File: src/rtl/axi4lite_pkg.sv
// Shared AXI4-Lite types: response codes, register-bridge FSM states and access timeout.
package axi4lite_pkg;

  typedef enum logic [1:0] {
    OKAY   = 2'b00,
    EXOKAY = 2'b01,
    SLVERR = 2'b10,
    DECERR = 2'b11
  } axi_resp_e;

  typedef enum logic [2:0] {
    IDLE,
    WR_REQ,
    RD_REQ,
    WR_RESP,
    RD_RESP
  } bridge_state_e;

  localparam int REG_TIMEOUT = 16;

endpackage

File: src/rtl/axi4lite_reg_bridge.sv
// AXI4-Lite slave to single-outstanding register strobe bus; reg_req one cycle after the last address/data handshake.
// Backpressure: B/R held stable until BREADY/RREADY; unacked accesses end as SLVERR after REG_TIMEOUT cycles.
module axi4lite_reg_bridge
  import axi4lite_pkg::*;
#(
  parameter int ADDR_WIDTH = 32,
  parameter int DATA_WIDTH = 32
) (
  input  logic                    ACLK,
  input  logic                    ARESETN,
  input  logic [ADDR_WIDTH-1:0]   AWADDR,
  input  logic [2:0]              AWPROT,
  input  logic                    AWVALID,
  output logic                    AWREADY,
  input  logic [DATA_WIDTH-1:0]   WDATA,
  input  logic [DATA_WIDTH/8-1:0] WSTRB,
  input  logic                    WVALID,
  output logic                    WREADY,
  output logic [1:0]              BRESP,
  output logic                    BVALID,
  input  logic                    BREADY,
  input  logic [ADDR_WIDTH-1:0]   ARADDR,
  input  logic [2:0]              ARPROT,
  input  logic                    ARVALID,
  output logic                    ARREADY,
  output logic [DATA_WIDTH-1:0]   RDATA,
  output logic [1:0]              RRESP,
  output logic                    RVALID,
  input  logic                    RREADY,
  output logic                    reg_req,
  output logic                    reg_we,
  output logic [ADDR_WIDTH-1:0]   reg_addr,
  output logic [DATA_WIDTH-1:0]   reg_wdata,
  output logic [DATA_WIDTH/8-1:0] reg_wstrb,
  input  logic                    reg_ack,
  input  logic [DATA_WIDTH-1:0]   reg_rdata,
  input  logic                    reg_err
);

  localparam int STRB_W = DATA_WIDTH / 8;
  localparam int LSB    = $clog2(STRB_W);
  localparam int TMO_W  = $clog2(REG_TIMEOUT + 1);
  localparam logic [ADDR_WIDTH-1:0] ADDR_MASK = {ADDR_WIDTH{1'b1}} << LSB;

  bridge_state_e         state, state_nxt;
  logic                  aw_held, w_held;
  logic [ADDR_WIDTH-1:0] aw_addr_q, ar_addr_q;
  logic [DATA_WIDTH-1:0] w_data_q, rdata_q;
  logic [STRB_W-1:0]     w_strb_q;
  axi_resp_e             resp_q;
  logic [TMO_W-1:0]      tmo_cnt;
  logic                  tmo_hit, acc_done, acc_ok;
  logic                  aw_hs, w_hs, ar_hs, b_hs;
  logic                  unused_prot;

  assign unused_prot = ^{AWPROT, ARPROT};

  assign tmo_hit  = (tmo_cnt == TMO_W'(REG_TIMEOUT - 1));
  assign acc_done = reg_req && (reg_ack || tmo_hit);
  assign acc_ok   = reg_ack && !reg_err;

  assign aw_hs = AWVALID && AWREADY;
  assign w_hs  = WVALID && WREADY;
  assign ar_hs = ARVALID && ARREADY;
  assign b_hs  = BVALID && BREADY;

  assign reg_addr  = (state == WR_REQ ? aw_addr_q : ar_addr_q) & ADDR_MASK;
  assign reg_wdata = w_data_q;
  assign reg_wstrb = w_strb_q;
  assign BRESP     = resp_q;
  assign RRESP     = resp_q;
  assign RDATA     = rdata_q;

  always_ff @(posedge ACLK or negedge ARESETN) begin
    if (!ARESETN) state <= IDLE;
    else          state <= state_nxt;
  end

  always_comb begin
    state_nxt = state;
    AWREADY   = 1'b0;
    WREADY    = 1'b0;
    ARREADY   = 1'b0;
    BVALID    = 1'b0;
    RVALID    = 1'b0;
    reg_req   = 1'b0;
    reg_we    = 1'b0;
    case (state)
      IDLE: begin
        AWREADY = ARESETN && !aw_held;
        WREADY  = ARESETN && !w_held;
        // A pending or arriving write blocks reads so the write always goes first
        ARREADY = ARESETN && !aw_held && !w_held && !AWVALID && !WVALID;
        if ((aw_held || aw_hs) && (w_held || w_hs))
          state_nxt = WR_REQ;
        else if (ARVALID && ARREADY)
          state_nxt = RD_REQ;
      end
      WR_REQ: begin
        reg_req = 1'b1;
        reg_we  = 1'b1;
        if (reg_ack || tmo_hit) state_nxt = WR_RESP;
      end
      RD_REQ: begin
        reg_req = 1'b1;
        if (reg_ack || tmo_hit) state_nxt = RD_RESP;
      end
      WR_RESP: begin
        BVALID = 1'b1;
        if (BREADY) state_nxt = IDLE;
      end
      RD_RESP: begin
        RVALID = 1'b1;
        if (RREADY) state_nxt = IDLE;
      end
      default: state_nxt = IDLE;
    endcase
  end

  always_ff @(posedge ACLK or negedge ARESETN) begin
    if (!ARESETN) begin
      aw_held   <= 1'b0;
      w_held    <= 1'b0;
      aw_addr_q <= '0;
      ar_addr_q <= '0;
      w_data_q  <= '0;
      w_strb_q  <= '0;
      rdata_q   <= '0;
      resp_q    <= OKAY;
      tmo_cnt   <= '0;
    end else begin
      if (aw_hs) begin
        aw_held   <= 1'b1;
        aw_addr_q <= AWADDR;
      end
      if (w_hs) begin
        w_held   <= 1'b1;
        w_data_q <= WDATA;
        w_strb_q <= WSTRB;
      end
      if (ar_hs) ar_addr_q <= ARADDR;
      if (b_hs) begin
        aw_held <= 1'b0;
        w_held  <= 1'b0;
      end
      if (reg_req && !acc_done) tmo_cnt <= tmo_cnt + TMO_W'(1);
      else                      tmo_cnt <= '0;
      // ack wins over a same-cycle timeout
      if (acc_done) begin
        resp_q <= acc_ok ? OKAY : SLVERR;
        if (!reg_we) rdata_q <= acc_ok ? reg_rdata : '0;
      end
    end
  end

endmodule

File: config.mk
export PLATFORM = sky130hd
export DESIGN_NAME = axi4lite_reg_bridge
export DESIGN_NICKNAME = d
export VERILOG_FILES = /design/src/rtl/axi4lite_pkg.sv /design/src/rtl/axi4lite_reg_bridge.sv
export SDC_FILE = /design/constraint.sdc
export NUM_CORES = 1
export LEC_CHECK = 0
export CAP_MARGIN = 40
export CORE_AREA = 5 5 132 134
export DETAILED_ROUTE_END_ITERATION = 16
export DIE_AREA = 0 0 137 139
export GPL_TIMING_DRIVEN = 0
export PLACE_DENSITY = 0.75
export SLEW_MARGIN = 20
export SYNTH_ARGS = -nofsm -noshare
export SYNTH_HDL_FRONTEND = slang
export SYNTH_SLANG_ARGS = --single-unit
File: constraint.sdc
create_clock -name ACLK -period 2.07 [get_ports ACLK]
set_clock_uncertainty 0.05 [all_clocks]
set_input_delay 0.414 -clock ACLK [delete_from_list [all_inputs] [get_ports ACLK]]
set_output_delay 0.414 -clock ACLK [all_outputs]
set_load 0.05 [all_outputs]
Yosys cells after proc, flatten, opt, wreduce, memory -nomap -nowiden
Cells that the tools add are included.
Operators by class
  $lt $le $gt $ge: 0
  $mul: 0
  muxes and demuxes: 22
  bitwise logic cells: 1
  equal/unequal tests: 10
  div/mod/pow operators: 0
  reduce and logical (&&, ||, !) cells: 29
  shift-type cells: 0
  $add $sub $neg: 1
Operator list (count)
  $mux W32: 2
  $mux W3: 6
  $pmux W3 S5: 1
  $logic_and A1 B1 Y1: 14
  $mux W1: 11
  $ne A2 B2 Y1 const B: 4
  $eq A3 B2 Y1 const B: 2
  $logic_not A1 Y1: 6
  $add A5 B1 Y5 const B: 1
  $eq A5 B4 Y1 const B: 1
  $mux W5: 1
  $reduce_and A5 Y1: 1
  $reduce_bool A2 Y1: 2
  $eq A3 B1 Y1 const B: 1
  $eq A3 B3 Y1 const B: 1
  $logic_not A3 Y1: 1
  $logic_or A1 B1 Y1: 3
  $ne A3 B3 Y1 const B: 1
  $mux W2: 1
  $reduce_and A2 Y1: 1
  $reduce_or A2 Y1: 1
  $not A1 Y1: 1
Storage, ports and cells
  latch bits: 0
  word-level logic and storage cells: 73
  memory bits (writable): 0
  output and inout port bits: 111
  flip-flop bits (word level): 144
  memories: 0
  memory bits (read-only): 0
  bits of input ports: 147

Logic depth before layout (Yosys ltp)
Gate-level depths: netlist of the first run.
  depth after elaboration: 9
  gate-level depth with buffers: 9
  depth with buffers taken out: 7

Worst setup path after synthesis of the first run
OpenSTA, ideal clock, no wires.
  kind: reg2out
  start point: register state[0]
  end point: output reg_addr[22]
  stages on the path, launching flop included: 6
  path slack: -584 ps
  data arrival time: 2190 ps
  path buffers: 2
  cell sequence: dfrtp_1 > nor2b_1 > and2_1 > clkbuf_1 > buf_1 > mux2_2
Between the ends
  longest elaborated chain between the ends: 2
Ends and longest elaborated chain
  start, declared: line axi4lite_reg_bridge.sv:45  | bridge_state_e state, state_nxt;
  start signal, assigned: line axi4lite_reg_bridge.sv:76  | else state <= state_nxt;
  $eq A3 B1 Y1: line axi4lite_reg_bridge.sv:67  | assign reg_addr = (state == WR_REQ ? aw_addr_q : ar_addr_q) & ADDR_MASK;
  $mux W32: line axi4lite_reg_bridge.sv:67
  end, declared: line axi4lite_reg_bridge.sv:32  | output logic [ADDR_WIDTH-1:0] reg_addr,
No other way between the ends.

Worst setup path after layout of the first run
  start point: register state[1]
  end point: output reg_addr[21]
The elaborated chain is that of the path after synthesis.

==> impl_metrics.tcl, run 1 <==
set metrics [dict create \
    grt_antenna_before_repair 0 \
    path_buf_inv 4 \
    design.die.area_um2 19000 \
    cp_slowest_stage_delay_ps 390 \
    grtUsageTotal 0.196 \
    setup_slack_ps -325 \
    root_buffer "clkbuf_16" \
    drc 0 \
    start_util 0.368 \
    critPathLaunch "state[1]" \
    dp_cells 913 \
    portBuffers 243 \
    postSynthAreaPerCell_um2 13.3 \
    drv_slew 0 \
    cts.path.max_buffers 2 \
    r2r_cells 6 \
    ios 258 \
    power.density_nw_per_um2 1850 \
    synth_top_cell_area_share 0.584 \
    ant_nets 0 \
    critPathSlowestCell "dfrtp_1" \
    outcome "complete, but fails checks" \
    peakVddDrop_mv 0.900 \
    worstPathMaxFanout 10 \
    hold_class "primary input to async pin" \
    synth_warnings 0 \
    violations "negative setup slack" \
    critPathCaptureType "output port" \
    timing.fmax_ghz 0.418 \
    grt_pass1_wl_um 28700 \
    grt_pass1_vias 5206 \
    area_growth_pct 73.2 \
    drt_wl_total_um 18500 \
    startpoint_type "flip-flop" \
    place.gp.congestion 0.758 \
    tightest_slew_ps 649 \
    drive_gt1_frac 0.365 \
    post_drt_wl_per_cell_um 18.9 \
    regToRegStartpoint "aw_held" \
    crit_path_cell_trace "clkbuf_8, inv_4, and2_4, buf_12, mux2_4, buf_6" \
    fin_nets 893 \
    cts.sinks 139 \
    hpwlAfterDp_um 12500 \
    htreeDepth 4 \
    synthTopCellsByArea "dfrtp_1, mux2_2, mux2_4, nand2_1, o21ai_0" \
    total_leakage_power_nw 5.20 \
    fin_crit_ps 2390 \
    first_iter_violations 156 \
    rsz0062_at_grt "true" \
    mappedNetlistArea_um2 5950 \
    relSlewSlack 0.566 \
    coreArea_um2 16200 \
    die_x_um 137 \
    final.setup.tns_ps -19350 \
    seq_area_frac_synth 0.584 \
    insertedDiodeCount 0 \
    whs_ps 19.0 \
    total_power_mw 19.1 \
    clk_latency_ps 410 \
    synth_seq_cells 139 \
    vias_per_cell 4.73 \
    critPathKind "flip-flop to output port" \
    ff2ff_setup_slack_ps -220 \
    final_hold_viol_count 0 \
    gr-total-overflow 0 \
    cts_tree "done" \
    setup_viol 94 \
    synth_area_leader_cell "dfrtp_1" \
    grt_max_degree 38 \
    cap_violations 0 \
    crit_arrival_ps 1930 \
    r2r_end "ar_addr_q[29]" \
    via_count 4621 \
    final_cells 977 \
    critPathTopFamily "buffers and inverters" \
    cts_buffers 17 \
    drt_first_pass_iters 4 \
    cts.clk_slew.worst_paths_ps 60 \
    required_ps 1610 \
    preCtsSetupSlack_ps -1200 \
    die_h_um 139 \
    rows 47 \
    synth.distinct_cells 36 \
    post-route-period-util 1.16 \
    synth_cells 446 \
]
stage by stage:
stage | utilization | cell area [um^2]
4_1_cts | 0.630 | 10200
3_3_place_gp | 0.546 | 8820
5_1_grt | 0.638 | 10300
2_1_floorplan | - | 6120
3_5_place_dp | 0.548 | 8860
6_report | 0.638 | 10300
logic make-up after synthesis:
logic type	after synthesis	share of synthesized area
flip-flops	139	0.584
XOR/XNOR	3	0.00442
other	1	0.000630
AO/OA/AOI/OAI	43	0.0397
multiplexers	126	0.257
adder cells (fa/ha/maj)	2	0.00420
buffers and inverters	32	0.0324
AND/OR/NAND/NOR	100	0.0769
worst max path at each step:
stage | endpoint | slack (ps) | cells after the start
floorplan | ar_addr_q[10] | -150 | 5
global placement | ARREADY | -5610 | 4
detailed placement | ARREADY | -1200 | 5
CTS | reg_addr[30] | -360 | 6
global route | reg_addr[21] | -370 | 5
finish | reg_addr[21] | -320 | 6
power breakdown:
part	internal [mW]	switching, mW
clock	2.18	1.14
sequential	4.04	0.773
combinational	4.58	6.36
Yosys cell counts:
cell type	count
clkbuf_1	15
and3_1	2
or2_2	2
buf_4	5
o211a_1	1
or4b_1	1
and4b_2	1
nor3_1	3
a32oi_1	1
mux2_2	96
inv_1	2
nor3b_1	4
buf_1	3
or2_4	1
a31oi_1	4
mux2_4	30
dfrtp_1	139
a21boi_0	1
and2_1	2
buf_2	4
ha_1	2
o21ai_0	32
nor3_2	1
nor2_1	5
a21oi_1	2
o211ai_1	1
or3b_4	1
conb_1	1
nand2_1	71
xnor2_1	1
or4b_2	1
xor2_1	2
nand3_1	2
nor2b_1	3
buf_12	3
o21a_1	1
sequential cells by signal, summed over array words and instances, names as in the netlist:
name and count:
reg_wdata 32, w_held 1, aw_addr_q 30, RDATA 32, reg_wstrb 4, aw_held 1
tmo_cnt 5, ar_addr_q 30, state 3, BRESP 1
placed cells by master, fill, tap and decap left out, types with 3 or more instances in the layout:
master           count
clkdlybuf4s50_1    144
dfrtp_1            137
nand2_1             70
mux2_2              66
mux2_4              60
dlymetal6s2s_1      36
o21ai_0             32
buf_6               32
dlygate4sd2_1       25
buf_4               19
clkbuf_16           17
buf_8               13
clkbuf_8            11
buf_12               9
nor2_1               4
a31oi_1              4
clkbuf_1             4
conb_1               4
bufinv_16            4
bufbuf_16            4
nor3b_2              3
clkbuf_4             3
clkinvlp_4           3
buf_16               3
dlygate4sd3_1        3
routing by layer:
metal,share of wire,vias to the layer above,routed length (um),GRT usage
met1,0.39,2280,7280,0.233
li1,-,2131,-,-
met4,0.011,0,212,0.0530
met3,0.087,16,1620,0.0642
met2,0.51,194,9390,0.337
met5,0,-,0,0
area by class of cell:
class	instances	area, um^2
repair buffers	278	3090
clock inverters	10	161
clock buffers	22	494
flip-flops and latches	139	3480
fillers	1190	5860
well taps	220	275
plain buffers	28	289
inverters	2	10.0
multi-input cells	278	2500
what timing repair did:
item                                   in CTS  in global routing
gates cloned                                9                  0
endpoints found under the hold margin      83                  0
hold buffers                                4                  0
setup buffers                              15                  8
setup endpoints to repair                 191                153
resized for setup                         337                 57
pin swaps                                   4                  4
No activity file was read; power rests on OpenSTA's default activity.
==> run 2, diff against run 1 <==
--- a/config.mk
+++ b/config.mk
@@ -6,11 +6,12 @@
 export NUM_CORES = 1
 export LEC_CHECK = 0
 export CAP_MARGIN = 40
-export CORE_AREA = 5 5 132 134
+export CORE_AREA = 5 5 110 112
 export DETAILED_ROUTE_END_ITERATION = 16
-export DIE_AREA = 0 0 137 139
+export DIE_AREA = 0 0 115 117
+export DONT_BUFFER_PORTS = 1
 export GPL_TIMING_DRIVEN = 0
-export PLACE_DENSITY = 0.75
+export PLACE_DENSITY = 0.73
 export SLEW_MARGIN = 20
 export SYNTH_ARGS = -nofsm -noshare
 export SYNTH_HDL_FRONTEND = slang
==> impl_metrics.tcl, run 2 (same netlist as run 1, synthesis figures left out) <==
set metrics [dict create \
    first_iter_violations 161 \
    area_growth_pct 23.8 \
    root_buffer "clkbuf_16" \
    final.setup.tns_ps -13100 \
    clk_latency_ps 420 \
    ant_nets 0 \
    cp_slowest_stage_delay_ps 420 \
    cts_tree "done" \
    fillers 784 \
    tightest_slew_ps 607 \
    start_util 0.535 \
    ff_latch_area_um2 3480 \
    crit_path_cell_trace "nor2b_4, and2_4, buf_12, mux2_4" \
    hpwlAfterDp_um 9690 \
    post-route-period-util 1.13 \
    whs_ps -361 \
    critPathTopFamily "simple AND/OR/NAND/NOR gates" \
    path_buf_inv 1 \
    fin_nets 639 \
    relSlewSlack 0.595 \
    cts.path.max_buffers 2 \
    critPathSlowestCell "dfrtp_2" \
    drive_gt1_frac 0.460 \
    critPathKind "flip-flop to output port" \
    critPathCaptureType "output port" \
    coreArea_um2 11100 \
    timing.fmax_ghz 0.429 \
    ff2ff_setup_slack_ps -200 \
    cts.sinks 139 \
    violations "negative hold slack, negative setup slack" \
    die_x_um 115 \
    startpoint_type "flip-flop" \
    setup_slack_ps -263 \
    outcome "complete, but fails checks" \
    mostFrequentLayoutCells "dfrtp_1, nand2_1, mux2_2, mux2_4, o21ai_0" \
    htreeDepth 4 \
    required_ps 1610 \
    rsz0062_at_grt "true" \
    grt_antenna_before_repair 0 \
    via_count 3613 \
    post_drt_wl_per_cell_um 22.1 \
    hold_class "primary input to async pin" \
    multi_input_area_um2 2560 \
    place.gp.congestion 0.761 \
    setup_viol 64 \
    insertedDiodeCount 0 \
    cts.clk_slew.worst_paths_ps 60 \
    worstPathMaxFanout 6 \
    fin_crit_ps 2330 \
    cts_buffers 17 \
    crit_arrival_ps 1870 \
    drv_slew 0 \
    drt_wl_total_um 14200 \
    gr-total-overflow 0 \
    final_hold_viol_count 139 \
    die_h_um 117 \
    grtUsageTotal 0.207 \
    grt_pass1_wl_um 21200 \
    rows 39 \
    mostFrequentLayoutCell "dfrtp_1" \
    cap_violations 0 \
    grt_max_degree 147 \
    design.die.area_um2 13500 \
    portBuffers 0 \
    vias_per_cell 5.60 \
    drt_first_pass_iters 4 \
    drc 0 \
    ios 258 \
    grt_pass1_vias 3879 \
]
[run 2: worst reg2reg max path, delay by kind of cell (launching register included)]
family / cells / cell delay, ps
buf+inv: 1 / 180
simple gates: 3 / 1230
flops: 1 / 370
mux: 1 / 300
[run 2: worst paths after layout]
path,startpoint,end,depth (start not counted)
max in group asynchronous,ARESETN,state[1],0
max reg2reg,aw_held,ar_addr_q[17],5
min reg2reg,tmo_cnt[0],tmo_cnt[0],1
max,state[0],reg_addr[27],4
min,ARESETN,reg_wdata[14],0
min in group ACLK,BREADY,aw_held,1
[run 2: repair_timing]
action                                 in CTS  in global routing
pin swaps                                  10                 10
buffers inserted                           11                 10
endpoints found under the hold margin     139                139
gates cloned                                2                  1
setup endpoints to repair                 166                160
gates resized for setup                    48                 47
[run 2: cell type report]
type | instances | share of cell area
Tap cell | 143 | 0.0243
Buffer | 28 | 0.0424
Inverter | 2 | 0.00136
Multi-Input combinational cell | 278 | 0.348
Timing Repair Buffer | 24 | 0.0360
Clock inverter | 7 | 0.00883
Clock buffer | 24 | 0.0667
Sequential cell | 139 | 0.472
[run 2: through the flow]
step,worst slack [ps],instances,util,cell area [um^2]
5_1_grt,-301,645,0.662,7370
6_report,-263,645,0.662,7370
4_1_cts,-259,635,0.642,7150
2_1_floorplan,-151,449,-,6120
3_3_place_gp,-350,592,0.566,6290
3_5_place_dp,-398,592,0.566,6290
[run 2: metal layers]
| metal | track usage | routed length (um) | vias to the layer above |
|---|---|---|---|
| met2 | 0.348 | 7410 | 163 |
| li1 | - | - | 1614 |
| met3 | 0.0864 | 1270 | 19 |
| met1 | 0.239 | 5340 | 1817 |
| met5 | 0 | 0 | - |
| met4 | 0.0736 | 224 | 0 |
Power of run 2 is left out: the tool's default activity adds up to more than one toggle a clock period on the data nets, which glitch-free logic cannot reach.
==> run 3, diff against run 2 <==
--- a/config.mk
+++ b/config.mk
@@ -10,9 +10,9 @@
 export DETAILED_ROUTE_END_ITERATION = 16
 export DIE_AREA = 0 0 115 117
 export DONT_BUFFER_PORTS = 1
+export GPL_ROUTABILITY_DRIVEN = 0
 export GPL_TIMING_DRIVEN = 0
 export PLACE_DENSITY = 0.73
-export SLEW_MARGIN = 20
 export SYNTH_ARGS = -nofsm -noshare
 export SYNTH_HDL_FRONTEND = slang
 export SYNTH_SLANG_ARGS = --single-unit
==> results of run 3 <==
The final DEF is identical to that of run 2; final timing and power are the same.
Power of run 3 is left out for the same reason.
==> edit 1, RTL diff (config.mk and constraints of run 3) <==
Change the parameter `DATA_WIDTH` from 32 to 64.
--- a/src/rtl/axi4lite_reg_bridge.sv
+++ b/src/rtl/axi4lite_reg_bridge.sv
@@ -4,7 +4,7 @@
   import axi4lite_pkg::*;
 #(
   parameter int ADDR_WIDTH = 32,
-  parameter int DATA_WIDTH = 32
+  parameter int DATA_WIDTH = 64
 ) (
   input  logic                    ACLK,
   input  logic                    ARESETN,
Ports: changed (6 resized); port bits go from 258 to 394. No check against the original RTL was run, so the function may have changed too.
==> edit 1 against run 3 <==
The flow still finishes with violations (hold timing, setup timing). Highest routed layer unchanged. Area after synthesis up 41%. Count of clock-buffer cells in the layout up 6. Sequential cell count grew 66. Setup slack worse by 0.35 ns. Utilization up 26 points. Maximum frequency down 13%. Design area up 39%. Routed wire length grew 130%.
Power is not shown: default switching activity piles up to over one toggle a cycle in this logic, so the estimate is an artifact.
==> edit 1: results (changes against run 3) <==
[synthesis]
ys_ff_latch = 205  ; was 139
synthAdderAreaFrac_pct = 0.2989  ; was 0.4204%
synth_xor_area_share_pct = 0.3138  ; was 0.4415%
post_synth_num_cell_types = 35  ; was 36
syn_avg_cell_area_um2 = 12.78  ; was 13.35 um^2
syn_area_um2 = 8373  ; was 5952 um^2

[grt]
grt_util_met3_pct = 13.06  ; was 8.638%
antenna_found_initial = 7  ; was 0
grt_max_degree = 210  ; was 147
track_usage_pct = 38.76  ; was 20.69%
grt_pass1_vias = 6178  ; was 3879

[sta]
layout_setup_ws_ns = -0.6114  ; was -0.2631 ns
setup_violations = 211  ; was 64
tns_ns = -59.10  ; was -13.10 ns
hold_viol = 207  ; was 139
holdWs_ns = -0.4362  ; was -0.3615 ns

[layout]
nNonClkInverters = 3  ; was 2
n_all_buffers = 86  ; was 52
clock_cell_area_share_pct = 6.092  ; was 7.555%

[placement]
place_area_um2 = 8615  ; was 6295 um^2

[clock_tree]
clock_latency_ns = 0.50  ; was 0.42 ns
cts_htree_levels = 1  ; was 4
ctsLongestPathBuffers = 3  ; was 2

[detailed_routing]
drt-initial-drc-count = 804  ; was 161
vias = 6409  ; was 3613

[worst_setup_path]
r2r_slack_ns = -0.55  ; was -0.20 ns
cp-startpoint = state[2]$_DFFE_PN0P_  ; was state[0]$_DFFE_PN0P_

[outcome]
violations = hold timing, setup timing  ; unchanged
status = complete, but fails checks  ; unchanged

[edit 1: cell types whose count changed after synthesis, sizes merged, moves of 2 or more]
cell	delta
o21ai	+32
dfrtp	+66
buf	+10
or2	-2
a21oi	+3
nor3b	-3
nand2	+63
nor2	+5
mux2	+33
clkbuf	+5
[edit 1: worst min path at each step]
stage          startpoint                   endpoint  slack (ns)  cells past startpoint
2_1_floorplan     ARESETN       BRESP[1]$_DFFE_PN0P_        0.07                      0
3_3_place_gp      ARESETN  reg_wdata[40]$_DFFE_PN0P_        0.08                      0
3_5_place_dp      ARESETN  reg_wdata[40]$_DFFE_PN0P_        0.08                      0
4_1_cts           ARESETN  reg_wdata[35]$_DFFE_PN0P_       -0.43                      0
5_1_grt           ARESETN  reg_wdata[35]$_DFFE_PN0P_       -0.45                      0
6_report          ARESETN  reg_wdata[35]$_DFFE_PN0P_       -0.44                      0
[edit 1: layer usage]
metal	vias to the layer above	wire (um)
li1	2358	-
met1	3145	9737
met2	668	16060
met3	238	4091
met4	0	2902
met5	-	0
==> edit 2, RTL diff (flow settings as in run 3) <==
Made on the original files. Encoding of `bridge_state_e`: now one-hot (5 bits for 5 states).
--- a/src/rtl/axi4lite_pkg.sv
+++ b/src/rtl/axi4lite_pkg.sv
@@ -8,12 +8,12 @@
     DECERR = 2'b11
   } axi_resp_e;
 
-  typedef enum logic [2:0] {
-    IDLE,
-    WR_REQ,
-    RD_REQ,
-    WR_RESP,
-    RD_RESP
+  typedef enum logic [4:0] {
+    IDLE    = 5'b00001,
+    WR_REQ  = 5'b00010,
+    RD_REQ  = 5'b00100,
+    WR_RESP = 5'b01000,
+    RD_RESP = 5'b10000
   } bridge_state_e;
 
   localparam int REG_TIMEOUT = 16;
Behaviour: same outputs for any inputs over 4 cycles, from zero or initial values and one cycle with ARESETN low; so few cycles prove little.
==> edit 2 against run 3 <==
Critical endpoint is now reg_addr[20]. Routed wire length decreased by 3.3%. Critical path depth unchanged. Maximum frequency about the same. Worst hold slack improved by 0.0061 ns. Design area increased by 0.34%. Die area unchanged. Sequential cell count increased by 2. The run still ends with hold timing, setup timing left. Area after synthesis decreased by 3.2%. Setup slack about the same.
==> edit 2: results (changes against run 3) <==
[sta]
holdWs_ns = -0.3554  ; was -0.3615 ns
tightest_slew_ns = 0.5338  ; was 0.6072 ns
tns_ns = -14.14  ; was -13.10 ns
hold_viol = 141  ; was 139
period_minus_slack_ns = 2.333  ; about the same
setup_violations = 94  ; was 64
layout_setup_ws_ns = -0.2632  ; was -0.2631 ns

[placement]
pre_cts_ws_ns = -0.4469  ; was -0.3977 ns
placed_cells = 533  ; was 592
hpwlAfterDp_um = 9392  ; was 9694 um

[synthesis]
ys_top_cells_by_area = dfrtp_1 (61%), mux2_2 (19%), mux2_1 (6.1%)  ; was dfrtp_1 (58%), mux2_2 (18%), mux2_4 (7.6%)
ys_seq_area_share_pct = 61.26  ; was 58.44%
synth-compound-area-share_pct = 6.124  ; was 3.973%
post_synth_num_cell_types = 35  ; was 36
synth_xor_area_share_pct = 0.4560  ; was 0.4415%
synthMuxAreaShare_pct = 24.63  ; was 25.73%

[grt]
antenna_found_initial = 1  ; was 0
grt_pass1_wl_um = 19600  ; was 21220 um
track_usage_pct = 19.22  ; was 20.69%

[detailed_routing]
drt-initial-drc-count = 180  ; was 161
vias = 3396  ; was 3613
via_per_inst = 5.679  ; was 5.602
wl_um = 13770  ; was 14240 um

[layout]
nFillCells = 768  ; was 784
drive_gt1_share_pct = 48.90  ; was 46.02%

[worst_setup_path]
crit_family = flip-flops  ; was simple AND/OR/NAND/NOR gates
r2r-start = state[3]$_DFFE_PN0P_  ; was aw_held$_DFFE_PN0P_
r2r_end = RDATA[27]$_DFFE_PN0P_  ; was ar_addr_q[17]$_DFFE_PN0P_
r2r_slack_ns = -0.18  ; was -0.20 ns
crit_slowest_cell = dfrtp_1  ; was dfrtp_2
worstRegToRegCells = 7  ; was 5

[outcome]
status = complete, but fails checks  ; unchanged
violations = hold timing, setup timing  ; unchanged

[edit 2: cell types whose count changed after synthesis, moves of 5 or more]
cell      delta
a22o_1      +32
buf_2        +5
nand2_1     -69
o21ai_0     -31
nand3_1      +5
mux2_4      -30
inv_1        +5
clkbuf_1     -7
nor2_1       +5
mux2_1      +31
[edit 2: metal layers]
metal / part of all wire (%) / GRT usage, % / wire [um] / vias to the layer above
li1: - / - / - / 1507
met1: 35 / 20.20 / 4812 / 1699
met2: 51 / 32.29 / 6980 / 166
met3: 12 / 9.871 / 1666 / 24
met4: 2.3 / 8.764 / 311 / 0
met5: 0 / 0 / 0 / -
[edit 2: worst max path at each step]
| stage | from | end | cells past startpoint |
|---|---|---|---|
| floorplan | state[0]$_DFFE_PN1P_ | reg_addr[10] | 4 |
| global placement | state[0]$_DFFE_PN1P_ | reg_addr[6] | 4 |
| detailed placement | state[0]$_DFFE_PN1P_ | reg_addr[9] | 4 |
| CTS | state[4]$_DFFE_PN0P_ | reg_addr[9] | 4 |
| global route | state[3]$_DFFE_PN0P_ | reg_addr[20] | 4 |
| finish | state[3]$_DFFE_PN0P_ | reg_addr[20] | 4 |
[edit 2: worst reg2reg max path, delay by kind of cell, from the launching register on]
family | cells | cell delay, ns
buffers and inverters | 3 | 0.44
flip-flops | 1 | 0.42
AND/OR/NAND/NOR | 3 | 0.98
AO/OA/AOI/OAI | 1 | 0.24
[edit 2: area by class of cell]
type | instances | area share [%]
Clock inverter | 6 | 1.760
Antenna cell | 1 | 0.03384
Multi-Input combinational cell | 217 | 32.13
Clock buffer | 26 | 6.751
Inverter | 7 | 0.4061
Sequential cell | 141 | 47.77
Buffer | 24 | 4.061
Tap cell | 143 | 2.420
Timing Repair Buffer | 33 | 4.670
[edit 2: stage by stage]
step                      area (um^2)  hold WS (ns)  utilization (%)
after detailed placement         5972       0.07188            53.68
after floorplan                  5793       0.06841                -
after global placement           5972       0.07160            53.68
after CTS                        7079       -0.3648            63.63
after global routing             7395       -0.3764            66.46
final                            7395       -0.3554            66.46
[edit 2: report_power, final]
part           internal (uW)  switching [uW]
Clock                   2140            1070
Combinational           1850            1890
Sequential              3770            2820
[edit 2: repair_timing]
item,CTS,global route
setup buffers,16,15
setup endpoints to repair,129,145
pin swaps,22,13
gates resized for setup,90,41
hold endpoints to repair,141,141
cloned,1,3
[edit 2: logic make-up after synthesis]
group,Yosys count
AOI/OAI and AO/OA,43
xor gates and xnor gates,3
adders and majority gates,2
buffers and inverters,32
DFF,141
muxes,126
other,1
and+or+nand+nor,39
